### src/rtl/smg_scan_ctrl.sv
// ---------------------------------------------------------------------------
// smg_scan_ctrl
//
// Time-multiplexed scan controller for the six-digit seven-segment display
// of the digital watch. One shared segment bus is driven while a single digit
// enable is asserted per scan slot. Each slot begins with a few cycles of
// all-digits-off to suppress ghosting. The BCD display bus is captured once
// per frame so a digit never tears mid-frame. Individual digits can blink
// while the time is being set.
//
// Parameters
//   SCAN_DIV      clk cycles per digit slot (>= 2)
//   BLANK_CYC     leading cycles of each slot with every digit off
//                 (0 <= BLANK_CYC < SCAN_DIV)
//   BLINK_FRAMES  frames per blink half-period (>= 1)
//
// Ports
//   clk          in   system clock, rising edge
//   rst_n        in   asynchronous active-low reset
//   disp_in      in   24-bit BCD, [3:0] = digit 0 (seconds units) ..
//                     [23:20] = digit 5 (hours tens); sampled once per frame
//   blink_mask   in   bit i = 1: digit i blinks (sampled live)
//   dp_mask      in   bit i = 1: decimal point of digit i lit (sampled live)
//   seg_out      out  active-low segments, [6:0] = g..a, [7] = dp
//   dig_sel      out  active-low digit enables, bit i = digit i
//   frame_start  out  one-cycle pulse on the first cycle of each digit-0 slot
// ---------------------------------------------------------------------------
module smg_scan_ctrl #(
    parameter int SCAN_DIV     = 50000,
    parameter int BLANK_CYC    = 500,
    parameter int BLINK_FRAMES = 83
) (
    input  logic        clk,
    input  logic        rst_n,
    input  logic [23:0] disp_in,
    input  logic [5:0]  blink_mask,
    input  logic [5:0]  dp_mask,
    output logic [7:0]  seg_out,
    output logic [5:0]  dig_sel,
    output logic        frame_start
);

    // Counter widths; the frame counter keeps at least one bit so that a
    // blink half-period of a single frame still elaborates cleanly.
    localparam int PW = $clog2(SCAN_DIV);
    localparam int FW = (BLINK_FRAMES > 1) ? $clog2(BLINK_FRAMES) : 1;

    localparam logic [PW-1:0] P_LAST  = PW'(SCAN_DIV - 1);
    localparam logic [PW-1:0] P_BLANK = PW'(BLANK_CYC);
    localparam logic [FW-1:0] FC_LAST = FW'(BLINK_FRAMES - 1);

    localparam logic [2:0]    IDX_LAST = 3'd5;

    // Scan state
    logic [PW-1:0] p;
    logic [2:0]    idx;
    logic [23:0]   snap;
    logic [FW-1:0] fc;
    logic          bp;

    // Derived control
    logic          slot_end;
    logic          frame_end;
    logic [5:0]    dig_onehot;
    logic [3:0]    nibble;
    logic [6:0]    seg_digit;
    logic          in_blank;
    logic          blink_off;
    logic          dp_on;

    // Next values of the registered outputs
    logic [7:0]    seg_nxt;
    logic [5:0]    dig_nxt;
    logic          fs_nxt;

    assign slot_end  = (p == P_LAST);
    assign frame_end = slot_end && (idx == IDX_LAST);

    // Prescaler, digit index, snapshot and blink phase. The snapshot and the
    // blink toggle both land on the frame-wrap cycle, so a new frame starts
    // with a consistent digit image and blink phase from its first slot.
    always_ff @(posedge clk or negedge rst_n) begin
        if (!rst_n) begin
            p    <= '0;
            idx  <= '0;
            snap <= '0;
            fc   <= '0;
            bp   <= 1'b0;
        end else begin
            if (slot_end) begin
                p <= '0;
                if (idx == IDX_LAST) begin
                    idx <= '0;
                end else begin
                    idx <= idx + 3'd1;
                end
            end else begin
                p <= p + PW'(1);
            end

            if (frame_end) begin
                snap <= disp_in;
                if (fc == FC_LAST) begin
                    fc <= '0;
                    bp <= ~bp;
                end else begin
                    fc <= fc + FW'(1);
                end
            end
        end
    end

    // Pick the snapshot nibble for the digit currently being scanned.
    // Index values beyond 5 never occur; they fall back to digit 0.
    always_comb begin
        nibble = snap[3:0];
        case (idx)
            3'd0:    nibble = snap[3:0];
            3'd1:    nibble = snap[7:4];
            3'd2:    nibble = snap[11:8];
            3'd3:    nibble = snap[15:12];
            3'd4:    nibble = snap[19:16];
            3'd5:    nibble = snap[23:20];
            default: nibble = snap[3:0];
        endcase
    end

    // BCD to active-low g..a. Non-decimal nibbles show a dark digit while
    // the digit enable stays asserted, so the scan timing is unchanged.
    always_comb begin
        seg_digit = 7'h7F;
        case (nibble)
            4'd0:    seg_digit = 7'h40;
            4'd1:    seg_digit = 7'h79;
            4'd2:    seg_digit = 7'h24;
            4'd3:    seg_digit = 7'h30;
            4'd4:    seg_digit = 7'h19;
            4'd5:    seg_digit = 7'h12;
            4'd6:    seg_digit = 7'h02;
            4'd7:    seg_digit = 7'h78;
            4'd8:    seg_digit = 7'h00;
            4'd9:    seg_digit = 7'h10;
            default: seg_digit = 7'h7F;
        endcase
    end

    // Output selection. The digit is switched off during the anti-ghosting
    // window at the head of each slot and while it is in the dark half of a
    // blink. Both masks are applied live rather than from the snapshot so
    // the time-set UI responds within a cycle.
    always_comb begin
        dig_onehot = 6'b000001 << idx;
        in_blank   = (p < P_BLANK);
        blink_off  = bp && ((blink_mask & dig_onehot) != 6'b0);
        dp_on      = ((dp_mask & dig_onehot) != 6'b0);
        fs_nxt     = (p == '0) && (idx == 3'd0);

        seg_nxt = 8'hFF;
        dig_nxt = 6'h3F;
        if (!in_blank && !blink_off) begin
            seg_nxt = {~dp_on, seg_digit};
            dig_nxt = ~dig_onehot;
        end
    end

    // Output register: every output shows the previous cycle's scan state,
    // and reset turns the display fully off without waiting for a clock.
    always_ff @(posedge clk or negedge rst_n) begin
        if (!rst_n) begin
            seg_out     <= 8'hFF;
            dig_sel     <= 6'h3F;
            frame_start <= 1'b0;
        end else begin
            seg_out     <= seg_nxt;
            dig_sel     <= dig_nxt;
            frame_start <= fs_nxt;
        end
    end

endmodule

### config.mk
export PLATFORM = sky130hd
export DESIGN_NAME = smg_scan_ctrl
export DESIGN_NICKNAME = d
export VERILOG_FILES = /design/src/rtl/smg_scan_ctrl.sv
export SDC_FILE = /design/constraint.sdc
export NUM_CORES = 1
export LEC_CHECK = 0
export CAP_MARGIN = 20
export CORE_ASPECT_RATIO = 1.75
export CORE_MARGIN = 2
export CORE_UTILIZATION = 30
export DETAILED_ROUTE_END_ITERATION = 8
export DONT_BUFFER_PORTS = 1
export PLACE_DENSITY = 0.49
export SETUP_SLACK_MARGIN = 0.2
export SLEW_MARGIN = 15
export SYNTH_ARGS = -nofsm -noshare
export SYNTH_HDL_FRONTEND = slang
export SYNTH_SLANG_ARGS = --single-unit
### constraint.sdc
create_clock -name clk -period 3.9 [get_ports clk]
set_input_delay 0.585 -clock clk [delete_from_list [all_inputs] [get_ports clk]]
set_output_delay 0.585 -clock clk [all_outputs]
set_load 0.005 [all_outputs]
==> impl_metrics.py <==
metrics = {
    "outcome": {
        "status": "complete, no violations",
    },
    "layout": {
        "multi_input_area_um2": 1480,
        "area_growth_pct": 13.9,
        "fin_area_um2": 3710,
        "drive_above_1_share_pct": 13.0,
        "fin_nets": 396,
        "antennaDiodeCount": 0,
        "fill_cells": 1130,
        "seqCellArea_um2": 1670,
    },
    "timing": {
        "tns_ns": 0,
        "rsz0062_at_grt": "false",
        "relSlewSlack_pct": 51.7,
        "setup-violations-final": 0,
        "min_period_ns": 2.90,
        "hold_violations": 0,
        "drv_slew": 0,
        "fmax_ghz": 0.345,
        "skew_ns": 0.00631,
        "worst_pin_slew_ns": 0.723,
        "min_period_over_period_pct": 74.3,
    },
    "global_routing": {
        "antenna_found_initial": 0,
        "overflow": 0,
        "grt_max_degree": 53,
        "grt_pass1_wl_um": 12200,
        "grt_pass1_vias": 2459,
        "grtUsageTotal_pct": 13.7,
    },
    "worst_setup_path": {
        "critPathKind": "flop to flop",
        "cp_max_fo": 18,
        "regToRegSetupSlack_ns": 1.00,
        "cp-end-kind": "flop",
        "worstPathArrival_ns": 3.15,
        "start_kind": "flop",
        "required_ns": 4.15,
    },
    "hold_path": {
        "hold_path.class": "input port to async pin",
    },
    "cts": {
        "cts.clk_slew.worst_paths_ns": 0.06,
        "cts_tree": "yes",
        "clock_latency_ns": 0.33,
        "cts_root_buf": "clkbuf_16",
        "h-tree-depth": 3,
        "clock_sinks": 66,
        "postCtsSetupBuffers": 0,
        "cts_max_path_buffers": 2,
        "numCtsBuffers": 9,
    },
    "detailed_routing": {
        "vias": 2436,
        "drt-pass1-iter-count": 7,
        "avgRoutedWirePerCell_um": 14.8,
        "drc": 0,
        "antenna_left": 0,
        "drt-total-wl_um": 7160,
        "viasPerCell": 5.02,
        "drtIter0Drc": 163,
    },
    "floorplanning": {
        "row_count": 50,
        "start_util_pct": 30.6,
        "pin_count": 53,
        "die_x_um": 82.8,
        "core_area_um2": 10600,
        "die_area_um2": 11700,
        "die_height_um": 142,
    },
    "placement": {
        "port-buffer-count": 0,
        "postPlaceCellArea_um2": 3390,
        "place.gp.congestion": 0.791,
        "dp_hpwl_um": 5050,
    },
    "synthesis": {
        "yosys_most_used_dff": "dfrtp_1",
        "syn-instance-count": 348,
        "synth-seq-cells": 66,
        "ys_seq_area_share_pct": 51.2,
        "yosysUniqueCellTypes": 52,
        "netlist_area_um2": 3260,
        "yosys_warnings": 0,
        "synth_area_per_cell_um2": 9.37,
        "async_reset_ff_share_pct": 100,
        "syn_nets": 394,
        "synth_edf_count": 0,
    },
    "power": {
        "finalPower_w": 0.00150,
        "p_per_area_nw_per_um2": 403,
        "p_leak_nw": 1.52,
        "peakVddDrop_v": 0.000235,
    },
    "run": {
        "max_cap_viol_count": 0,
    },
}
==> synth_stat cells (2+ instances only) <==
cell / count / area, µm²
inv_1: 8 / 30.0
nor3_1: 7 / 35.0
xnor2_1: 11 / 96.3
nand3_1: 11 / 55.1
a32oi_1: 3 / 26.3
mux2_2: 4 / 45.0
and2_1: 5 / 31.3
a21oi_1: 4 / 20.0
nand2b_1: 6 / 37.5
ha_1: 8 / 100
and3_1: 3 / 18.8
a22oi_1: 3 / 22.5
xor2_1: 6 / 52.6
nor2b_1: 5 / 31.3
nor2_1: 25 / 93.8
buf_4: 3 / 22.5
clkbuf_1: 7 / 26.3
or3_1: 2 / 12.5
dfrtp_1: 52 / 1300
a31oi_1: 3 / 18.8
dfstp_2: 14 / 368
nand2_1: 97 / 364
nand4_1: 6 / 37.5
a211oi_1: 2 / 15.0
o21ai_0: 15 / 75.1
a21o_1: 4 / 30.0
buf_2: 5 / 25.0
o211ai_1: 2 / 15.0
mux2i_1: 4 / 40.0
==> layout by cell type, fill, tap and decap left out, types with 3 or more instances in the layout <==
cell type / instances
xnor2_1: 11
nand2b_1: 6
mux2i_1: 4
nand3_1: 11
a22oi_1: 3
and2_1: 5
a21oi_1: 4
inv_1: 8
a21o_1: 4
nor2b_1: 5
a32oi_1: 3
nor3_1: 7
nand2_1: 97
ha_1: 8
nand4_1: 6
buf_4: 6
and3_1: 3
o21ai_0: 15
clkbuf_16: 9
dfrtp_1: 52
mux2_2: 4
a31oi_1: 3
nor2_1: 25
xor2_1: 6
dfstp_2: 14
==> repair_timing <==
| item | 4_1_cts | 5_1_grt |
|---|---|---|
| gates resized for setup | 0 | 0 |
| hold buffers | 1 | 0 |
| endpoints found under the hold margin | 52 | 0 |
==> where the power goes <==
group	total (W)	switching [W]	internal, W
Sequential	0.000686	0	0.000686
Clock	0.000795	0.000300	0.000495
Combinational	0.0000164	0.0000117	0.00000469
==> worst max-delay path, cell delays in order, from the launching register on <==
cell	delay [ns]
dfrtp_1	0.65
and2_1	0.21
ha_1	0.16
inv_1	0.06
mux4_2	0.44
or3b_2	0.47
nand2_1	0.14
inv_1	0.07
ha_1	0.19
mux2_2	0.26
nor2_1	0.07
o21ai_0	0.09
==> per-layer routing <==
metal	part of all wire, %	global-route usage, %	vias to the layer above
li1	-	-	1179
met1	42	16.8	1170
met2	48	20.7	74
met3	7.0	4.52	13
met4	3.1	7.85	0
met5	0	0	-
==> worst paths after layout <==
check                             from    endpoint  cells after the start
max in group asynchronous        rst_n        p[6]                      1
max                             idx[0]  seg_out[6]                     11
min in group clk           disp_in[14]    snap[14]                      2
min                              rst_n    snap[22]                      1
max reg2reg                     idx[0]  seg_out[6]                     11
min reg2reg                    snap[4]     snap[4]                      2
==> sequential cells by signal, summed over array words and instances (netlist names) <==
signal and flops:
idx 3, frame_start 1, snap 24, seg_out 8, dig_sel 6, fc 7
p 16, bp 1
==> metrics by stage <==
step	hold slack, ns	std cells	setup slack [ns]	utilization [%]
floorplan	0.289	348	1.03	-
global placement	0.292	468	1.08	31.9
detailed placement	0.292	468	1.01	31.9
CTS	0.0794	485	0.996	34.9
global route	0.0757	485	0.787	34.9
finish	0.0957	485	1.00	34.9
==> cells by family (layout without fill, tap and decap cells) <==
| group | count (synthesis) | after routing | share of synthesized area, % |
|---|---|---|---|
| and+or+nand+nor | 177 | 177 | 24.9 |
| DFF | 66 | 66 | 51.2 |
| AOI/OAI and AO/OA | 47 | 47 | 9.67 |
| buffers and inverters | 24 | 31 | 3.30 |
| xor gates and xnor gates | 17 | 17 | 4.57 |
| muxes | 9 | 9 | 3.30 |
| adders and majority gates | 8 | 8 | 3.07 |
==> cell type report <==
type | count | area share (%)
Sequential cell | 66 | 44.9
Multi-Input combinational cell | 258 | 39.9
Clock buffer | 10 | 6.17
Tap cell | 130 | 4.38
Timing Repair Buffer | 7 | 1.95
Clock inverter | 6 | 1.82
Inverter | 8 | 0.809
No activity file was read; power rests on OpenSTA's default activity.
